$ cat config.mk
export PLATFORM = sky130hd
export DESIGN_NAME = traffic_timer_smart
export DESIGN_NICKNAME = d
export VERILOG_FILES = /design/src/rtl/traffic_timer_smart.sv
export SDC_FILE = /design/constraint.sdc
export NUM_CORES = 1
export LEC_CHECK = 0
export ABC_AREA = 0
export ABC_CLOCK_PERIOD_IN_PS = 1600
export BUFFER_PORTS_ARGS = -buffer_cell sky130_fd_sc_hd__buf_2
export CORE_MARGIN = 2
export CORE_UTILIZATION = 47
export DETAILED_ROUTE_END_ITERATION = 8
export PLACE_DENSITY = 0.8
export SLEW_MARGIN = 20
export SYNTH_ARGS = -nofsm -noshare
export SYNTH_HDL_FRONTEND = slang
export SYNTH_SLANG_ARGS = --single-unit
$ cat constraint.sdc
create_clock -name clk -period 1.6 [get_ports clk]
set_input_delay 0.32 -clock clk [delete_from_list [all_inputs] [get_ports clk]]
set_output_delay 0.32 -clock clk [all_outputs]
set_load 0.01 [all_outputs]
$ cat src/rtl/traffic_timer_smart.sv
// Countdown timer for the smart traffic-light controller: prescales clk into ticks,
// counts down a requested length, pulses flicker near the end and holds done until restarted.
module traffic_timer_smart #(
    parameter logic [15:0] TICK_DIV       = 16'd10,
    parameter logic [4:0]  FLICKER_WINDOW = 5'd3
) (
    input  logic       clk,
    input  logic       reset,
    input  logic       t_start,
    input  logic [4:0] t_length,
    input  logic       t_freeze,
    output logic       t_done,
    output logic       t_flicker,
    output logic       t_running,
    output logic [4:0] t_remaining,
    output logic [1:0] dbg_state_o
);

    localparam int PW = (TICK_DIV <= 16'd2) ? 1 : $clog2(TICK_DIV);
    localparam logic [PW-1:0] PRESC_MAX = PW'(TICK_DIV - 16'd1);

    typedef enum logic [1:0] {
        S_IDLE    = 2'd0,
        S_COUNT   = 2'd1,
        S_EXPIRED = 2'd2
    } state_t;

    state_t        state_q, state_d;
    logic [4:0]    count_q, count_d;
    logic [PW-1:0] presc_q, presc_d;
    logic          done_q, done_d;
    logic          flicker_q, flicker_d;
    logic          tick;
    logic [4:0]    count_m1;

    assign count_m1 = count_q - 5'd1;
    assign tick     = (state_q == S_COUNT) && !t_freeze && !t_start && (presc_q == PRESC_MAX);

    always_ff @(posedge clk or posedge reset) begin
        if (reset) begin
            state_q   <= S_IDLE;
            count_q   <= 5'd0;
            presc_q   <= '0;
            done_q    <= 1'b0;
            flicker_q <= 1'b0;
        end else begin
            state_q   <= state_d;
            count_q   <= count_d;
            presc_q   <= presc_d;
            done_q    <= done_d;
            flicker_q <= flicker_d;
        end
    end

    always_comb begin
        state_d   = state_q;
        count_d   = count_q;
        presc_d   = presc_q;
        done_d    = done_q;
        flicker_d = 1'b0;
        if (t_start) begin
            // Restart wins over freeze and over any countdown in progress.
            count_d = t_length;
            presc_d = '0;
            done_d  = 1'b0;
            state_d = (t_length == 5'd0) ? S_EXPIRED : S_COUNT;
        end else begin
            case (state_q)
                S_COUNT: begin
                    if (tick) begin
                        presc_d = '0;
                        if (count_q <= 5'd1) begin
                            count_d = 5'd0;
                            done_d  = 1'b1;
                            state_d = S_EXPIRED;
                        end else begin
                            count_d   = count_m1;
                            flicker_d = (count_m1 <= FLICKER_WINDOW);
                        end
                    end else if (!t_freeze) begin
                        presc_d = presc_q + 1'b1;
                    end
                end
                // A zero-length start lands here with done low; done follows one cycle later.
                S_EXPIRED: done_d = 1'b1;
                default:   state_d = S_IDLE;
            endcase
        end
    end

    assign t_done      = done_q;
    assign t_flicker   = flicker_q;
    assign t_running   = (state_q == S_COUNT);
    assign t_remaining = count_q;
    assign dbg_state_o = state_q;

endmodule
# Word level (Yosys, flattened, before mapping)
# Index checks and enable logic that the tools add are counted.
# op_classes
order_cmp	2
n_addsub	2
n_eq_ne	7
n_mux	21
n_reduce_logical	13
# ops
cell	n
$mux W5	4
$mux W4	4
$ne A3 B2 Y1 const B	3
$mux W2	4
$mux W1	7
$reduce_and A3 Y1	2
$le A5 B1 Y1 const B	1
$le A5 B2 Y1 const B	1
$logic_not A5 Y1	1
$sub A5 B1 Y5 const B	1
$add A4 B1 Y4 const B	1
$eq A4 B4 Y1 const B	1
$pmux W2 S2	1
$reduce_and A2 Y1	2
$reduce_bool A2 Y1	2
$logic_and A1 B1 Y1	3
$reduce_bool A3 Y1	1
$eq A2 B1 Y1 const B	1
$eq A2 B2 Y1 const B	1
$logic_not A1 Y1	2
$ne A2 B2 Y1 const B	1
$pmux W1 S2	1
# word_totals
input_bits	9
regBits	13

# Longest topological paths before layout
# Gate-level depths: netlist of the first run.
# depth
depth_word	7
ltp_mapped	5
ltp_nobuf	5

# Least setup slack after synthesis of the first run
# OpenSTA, ideal clock, no wires.
# synth_timing
path_type	flip-flop to flip-flop
startpoint	register state_q[1], in the netlist dbg_state_o[1]
endpoint	register count_q[4], in the netlist t_remaining[4]
path_buffers	1
setup_slack_ns	-0.067
path_stages_with_launch	5
arrival_ns	1.580
required_ns	1.513
cell_sequence	dfrtp_1 > or3b_1 > clkbuf_2 > or4_1 > o211ai_1
# synth_via
elab_chain_cells	6
word_cells_on_any_way	7
# synth_rtl
element	line	rtl
start, declared	28	state_t state_q, state_d;
start signal, assigned	47	state_q <= state_d;
$eq A2 B1 Y1 *	37, 68	
$logic_and A1 B1 Y1 (3 in series)	37	assign tick = (state_q == S_COUNT) && !t_freeze && !t_start && (presc_q == PRESC_MAX);
$reduce_bool A2 Y1 (no source line)	-	
$reduce_and A2 Y1 (no source line) *	-	
end signal, assigned	48	count_q <= count_d;
end, declared	29	logic [4:0] count_q, count_d;
# Every way passes the cells marked *; elsewhere a longest branch is shown, timed or not.
# A chain may end at the register's enable or synchronous reset.

# Final worst setup path of the first run
# Same ends and word-level chain as after synthesis.

==> results of run 1 <==
cell usage after synthesis, types with 2 or more instances:
cell type / n / area [sq um]
or3_1: 4 / 25.02
o31a_1: 3 / 26.28
o21ai_0: 4 / 20.02
a31oi_1: 2 / 12.51
a21oi_1: 2 / 10.01
clkbuf_1: 2 / 7.510
dfrtp_1: 13 / 325.3
xor2_1: 2 / 17.52
nor4_1: 2 / 12.51
nor3_1: 4 / 20.02
nand2_1: 6 / 22.52
o2111ai_1: 2 / 17.52
o311ai_0: 2 / 17.52
nor2_1: 5 / 18.77
ha_1: 5 / 62.56
o211ai_1: 2 / 15.01
or4_1: 2 / 15.01
inv_1: 6 / 22.52
per-layer routing:
layer | vias up | track usage | wire, um
li1 | 417 | - | -
met1 | 417 | 0.3309 | 949
met2 | 41 | 0.3889 | 1155
met3 | 4 | 0.05098 | 155
met4 | 0 | 0.1429 | 28
met5 | - | 0 | 0
power groups by stage:
stage / Sequential, mW / Combinational, mW / Clock, mW
3_3_place_gp: 0.369 / 0.214 / 0
2_1_floorplan: 0.390 / 0.104 / 0
3_5_place_dp: 0.370 / 0.223 / 0
5_1_grt: 0.367 / 0.265 / 0.243
4_1_cts: 0.364 / 0.233 / 0.227
6_report: 0.365 / 0.244 / 0.228
through the flow:
| stage | setup slack (ns) | util | hold slack (ns) | power (mW) |
|---|---|---|---|---|
| 2_1_floorplan | -0.004583 | - | 0.1969 | 0.4947 |
| 3_3_place_gp | -0.04455 | 0.6278 | 0.3655 | 0.5827 |
| 3_5_place_dp | -0.08765 | 0.6278 | 0.3833 | 0.5926 |
| 4_1_cts | 0.003419 | 0.6557 | 0.06124 | 0.8243 |
| 5_1_grt | -0.03693 | 0.6718 | 0.09176 | 0.8750 |
| 6_report | -0.005726 | 0.6718 | 0.03418 | 0.8365 |
repair_timing:
action,CTS,global route
hold buffers,0,0
buffers inserted,0,2
hold endpoints to repair,0,0
resized for setup,5,2
pin swaps,1,7
setup endpoints to repair,3,8
area by class of cell:
class	instances	share of cell area
Inverter	6	0.01963
Timing Repair Buffer	36	0.1963
Clock buffer	4	0.02290
Sequential cell	13	0.2846
Tap cell	25	0.02726
Multi-Input combinational cell	67	0.4493
flip-flops by register name, indices dropped and copies added (netlist names):
register     count
t_remaining      5
presc_q          4
dbg_state_o      2
t_done           1
t_flicker        1
worst min path at each step:
stage	endpoint	cells past startpoint	from
6_report	presc_q[3]	2	reset
3_3_place_gp	presc_q[1]	2	reset
3_5_place_dp	presc_q[1]	2	reset
2_1_floorplan	dbg_state_o[0]	1	reset
4_1_cts	presc_q[1]	2	reset
5_1_grt	t_remaining[4]	2	reset
cells by family after synthesis:
kind of cell | count (synthesis) | synth area share
fa+ha+maj | 5 | 0.07386
xor+xnor | 3 | 0.03102
compound gates | 25 | 0.2260
simple gates | 34 | 0.2378
flops | 13 | 0.3840
buf+inv | 10 | 0.04726
==> flow_metrics.py, run 1 <==
metrics = {
    "outcome": {
        "status": "finished with violations",
        "failed_checks": "setup timing",
    },
    "detailed_routing": {
        "wl_per_cell_um": 15.16,
        "via_per_inst": 5.821,
        "dr.pass1.iters": 4,
        "remaining_drc_errors": 0,
        "totalWireLength_mm": 2.289,
        "vias": 879,
        "drt_iter0_markers": 43,
        "antenna_left": 0,
    },
    "layout": {
        "stdcell_area_sq_mm": 0.001147,
        "multi_input_area_sq_um": 515.5,
        "fillCellCount": 133,
        "final_cell_mix": "buf_2 (18), buf_4 (18), dfrtp_1 (12), nand2_1 (6), nor2_1 (5)",
        "nets": 141,
        "layout-drive-gt1-share": 0.3810,
        "seq_area_sq_um": 326.6,
        "num_antenna_cells": 0,
        "fin_cells": 151,
        "area_growth_pct": 35.45,
    },
    "placed_design": {
        "place_hpwl_mm": 1.660,
        "placedInstanceArea_sq_mm": 0.001072,
        "place_inst": 145,
        "gp_congestion": 0.8086,
        "numPortBuffers": 18,
    },
    "pwr": {
        "p_leak_nw": 0.5041,
        "ir_drop_mv": 0.6345,
        "p_switching_uw": 275.1,
        "pwr-share-seq": 0.436,
        "p_comb_frac": 0.291,
        "clkPwrFrac": 0.273,
        "intPower_uw": 561.4,
        "cellPowerDensity_mw_per_mm2": 729.0,
        "switching_share": 0.3289,
    },
    "setup_path": {
        "crit_chain": "or3b_4, or4_1, o211ai_1",
        "setup.worst_path.end_class": "flip-flop",
        "cpLargestDelayFamily": "simple AND/OR/NAND/NOR gates",
        "regToRegStartpoint": "dbg_state_o[1]",
        "startpoint": "dbg_state_o[1]",
        "crit_slowest_cell": "or4_1",
        "r2r_cells": 3,
        "r2r_end": "t_remaining[4]",
        "endpoint": "t_remaining[4]",
        "cp.arrival_ns": 1.82,
        "start_kind": "flip-flop",
        "required_ns": 1.81,
        "crit_type": "reg -> reg",
        "critPathMaxStageDelay_ns": 0.52,
        "r2r_slack_ns": -0.006,
        "critical_path_buf_inv_count": 0,
        "cp.depth": 3,
        "critPathMaxFanout": 7,
    },
    "timing": {
        "relSlewSlack": 0.6599,
        "skew_ns": 0.002181,
        "finalCriticalPeriod_ns": 1.606,
        "setup_ws_ns": -0.005726,
        "max_freq_mhz": 622.8,
        "period_share": 1.004,
        "fin_tns_setup_ns": -0.005726,
        "grt_setup_unrepaired": "yes",
        "setup_viol": 1,
        "finalHoldViolations": 0,
        "tightest_slew_ns": 0.5097,
        "slew_viol_final": 0,
    },
    "synthesis": {
        "yosysWarnings": 0,
        "synth_seq_cells": 13,
        "synth_edf_count": 0,
        "yosysUniqueCellTypes": 40,
        "synthCells": 90,
        "netlist_area_sq_um": 847.1,
        "synth.avg_cell_area_sq_um": 9.412,
        "synth_flop_cell": "dfrtp_1",
        "syn-num-nets": 104,
        "async_flop_share": 1.000,
        "ys_seq_area_frac": 0.3840,
    },
    "clock_tree": {
        "ctsHtreeMaxLevel": 1,
        "path_clk_slew_ns": 0.09,
        "clock_path_buffers": 2,
        "cts.sinks": 13,
        "cts_tree": "yes",
        "clockRootBuffer": "clkbuf_4",
        "numCtsBuffers": 3,
        "clock_latency_ns": 0.29,
    },
    "floorplanning": {
        "die_area_sq_mm": 0.002158,
        "num_io_pins": 19,
        "start_util": 0.4960,
        "die_w_um": 46.46,
        "core_sq_mm": 0.001708,
        "row_count": 15,
        "die_y_um": 46.46,
    },
    "run": {
        "drv_cap": 0,
    },
    "grt": {
        "grt_pass1_wl_mm": 3.753,
        "grt_usage": 0.2540,
        "grt.overflow.total": 0,
        "grt_max_degree": 19,
        "grt_pass1_vias": 816,
        "antenna_found_initial": 0,
    },
    "min_path": {
        "hp-class": "in -> async",
    },
}
(Power assumes the default switching activity.)
==> run 2: changes to the inputs <==
--- a/config.mk
+++ b/config.mk
@@ -6,12 +6,12 @@
 export NUM_CORES = 1
 export LEC_CHECK = 0
 export ABC_AREA = 0
-export ABC_CLOCK_PERIOD_IN_PS = 1600
+export ABC_CLOCK_PERIOD_IN_PS = 1900
 export BUFFER_PORTS_ARGS = -buffer_cell sky130_fd_sc_hd__buf_2
 export CORE_MARGIN = 2
-export CORE_UTILIZATION = 47
+export CORE_UTILIZATION = 50
 export DETAILED_ROUTE_END_ITERATION = 8
-export PLACE_DENSITY = 0.8
+export PLACE_DENSITY = 0.81
 export SLEW_MARGIN = 20
 export SYNTH_ARGS = -nofsm -noshare
 export SYNTH_HDL_FRONTEND = slang
==> constraint.sdc (replaced) <==
create_clock -name clk -period 1.9 [get_ports clk]
set_input_delay 0.38 -clock clk [delete_from_list [all_inputs] [get_ports clk]]
set_output_delay 0.38 -clock clk [all_outputs]
set_load 0.01 [all_outputs]
==> flow_metrics.py, run 2 (synthesis gave the netlist of run 1 again) <==
metrics = {
    "placed_design": {
        "dp_slack_ns": 0.1093,
        "numPortBuffers": 18,
        "gp_congestion": 0.8880,
        "placedInstanceArea_sq_um": 962.2,
        "place_hpwl_mm": 1.432,
    },
    "detailed_routing": {
        "dr.pass1.iters": 4,
        "remaining_drc_errors": 0,
        "drt_iter0_markers": 15,
        "totalWireLength_mm": 1.918,
        "vias": 800,
        "antenna_left": 0,
        "via_per_inst": 6.299,
        "wl_per_cell_um": 15.10,
    },
    "min_path": {
        "hp-class": "in -> async",
    },
    "setup_path": {
        "start_kind": "flip-flop",
        "r2r_slack_ns": 0.11,
        "cpLargestDelayFamily": "simple AND/OR/NAND/NOR gates",
        "critical_path_buf_inv_count": 1,
        "r2r_end": "t_remaining[3]",
        "crit_chain": "or3b_1, buf_4, o41ai_2, o22a_1",
        "cp.depth": 4,
        "cp.arrival_ns": 2.00,
        "r2r_cells": 4,
        "endpoint": "t_remaining[3]",
        "critPathMaxFanout": 10,
        "critPathMaxStageDelay_ns": 0.54,
        "regToRegStartpoint": "dbg_state_o[1]",
        "setup.worst_path.end_class": "flip-flop",
        "startpoint": "dbg_state_o[1]",
        "crit_type": "reg -> reg",
        "crit_slowest_cell": "or3b_1",
        "required_ns": 2.12,
    },
    "grt": {
        "antenna_found_initial": 0,
        "top_usage_layer": "met2",
        "grt_pass1_vias": 730,
        "grt.overflow.total": 0,
        "grt_pass1_wl_mm": 3.229,
        "grt_usage": 0.2201,
        "met1_usage": 0.2857,
        "grt_max_degree": 19,
        "met3_usage": 0.03600,
        "grtUsageMet2": 0.3543,
    },
    "timing": {
        "relSlewSlack": 0.6550,
        "tightest_slew_ns": 0.5169,
        "slew_viol_final": 0,
        "fin_tns_setup_ns": 0,
        "finalHoldViolations": 0,
        "finalCriticalPeriod_ns": 1.786,
        "setup_ws_ns": 0.1144,
        "setup_viol": 0,
        "period_share": 0.9398,
        "grt_setup_unrepaired": "no",
        "max_freq_mhz": 560.0,
        "skew_ns": 0.007168,
    },
    "layout": {
        "finish.utilization": 0.6469,
        "num_antenna_cells": 0,
        "largest_reg_flops": 5,
        "final_cell_mix": "buf_2 (18), dfrtp_1 (13), nand2_1 (6), inv_1 (6)",
        "layout-drive-gt1-share": 0.2432,
        "layout_commonest_cell": "buf_2",
        "area_growth_pct": 17.73,
        "nets": 126,
        "stdcell_area_sq_um": 997.2,
    },
    "clock_tree": {
        "cts.sinks": 13,
        "ctsHtreeMaxLevel": 1,
        "path_clk_slew_ns": 0.09,
        "clock_path_buffers": 2,
        "clockRootBuffer": "clkbuf_4",
        "cts_tree": "yes",
        "numCtsBuffers": 3,
        "cts_hold_buf": 0,
        "clock_latency_ns": 0.28,
    },
    "pwr": {
        "p_leak_nw": 0.4386,
        "pwr-share-seq": 0.488,
        "clkPwrFrac": 0.271,
        "p_comb_frac": 0.241,
        "p_switching_uw": 201.2,
        "switching_share": 0.3146,
        "cellPowerDensity_mw_per_mm2": 641.3,
        "ir_drop_mv": 0.3319,
        "intPower_uw": 438.4,
    },
    "floorplanning": {
        "start_util": 0.5495,
        "core_sq_mm": 0.001541,
        "die_y_um": 45.16,
        "row_count": 14,
        "num_io_pins": 19,
        "die_area_sq_mm": 0.002039,
        "die_w_um": 45.16,
    },
    "outcome": {
        "status": "finished clean",
    },
    "run": {
        "drv_cap": 0,
    },
}
-- run 2: timing repair --
item                                   CTS  global route
endpoints found under the hold margin    0             0
setup endpoints to repair                0             1
gates resized for setup                  0             1
setup buffers                            0             0
-- run 2: power by group through the flow --
stage / Combinational [mW] / Clock (mW) / Sequential (mW)
2_1_floorplan: 0.0855 / 0 / 0.328
3_3_place_gp: 0.148 / 0 / 0.317
3_5_place_dp: 0.151 / 0 / 0.318
4_1_cts: 0.152 / 0.180 / 0.312
5_1_grt: 0.172 / 0.194 / 0.315
6_report: 0.154 / 0.173 / 0.312
-- run 2: layout make-up --
type                    count  area, sq um
clock buffers               3        22.52
clock inverters             1        5.005
fillers                   132        544.3
inverters                   6        22.52
multi-input cells          67        489.2
flip-flops and latches     13        325.3
well taps                  16        20.02
repair buffers             21        112.6
-- run 2: worst min-delay path by stage --
stage               slack [ns]        endpoint  start
floorplan                 0.26  dbg_state_o[0]  reset
global placement          0.43  t_remaining[2]  reset
detailed placement        0.44       t_flicker  reset
CTS                       0.13      presc_q[3]  reset
global route              0.16      presc_q[3]  reset
finish                    0.12      presc_q[3]  reset
-- run 2: per-stage QoR --
| step | hold slack [ns] | power (mW) | instances |
|---|---|---|---|
| after floorplan | 0.2570 | 0.4131 | 90 |
| after global placement | 0.4344 | 0.4649 | 123 |
| after detailed placement | 0.4438 | 0.4693 | 123 |
| after global routing | 0.1595 | 0.6815 | 127 |
| final | 0.1151 | 0.6396 | 127 |
| after CTS | 0.1316 | 0.6449 | 127 |
-- run 2: per-layer routing --
metal	part of all wire	up-vias
met3	0.051	6
met1	0.42	375
met5	0	-
met2	0.50	34
met4	0.021	0
li1	-	385
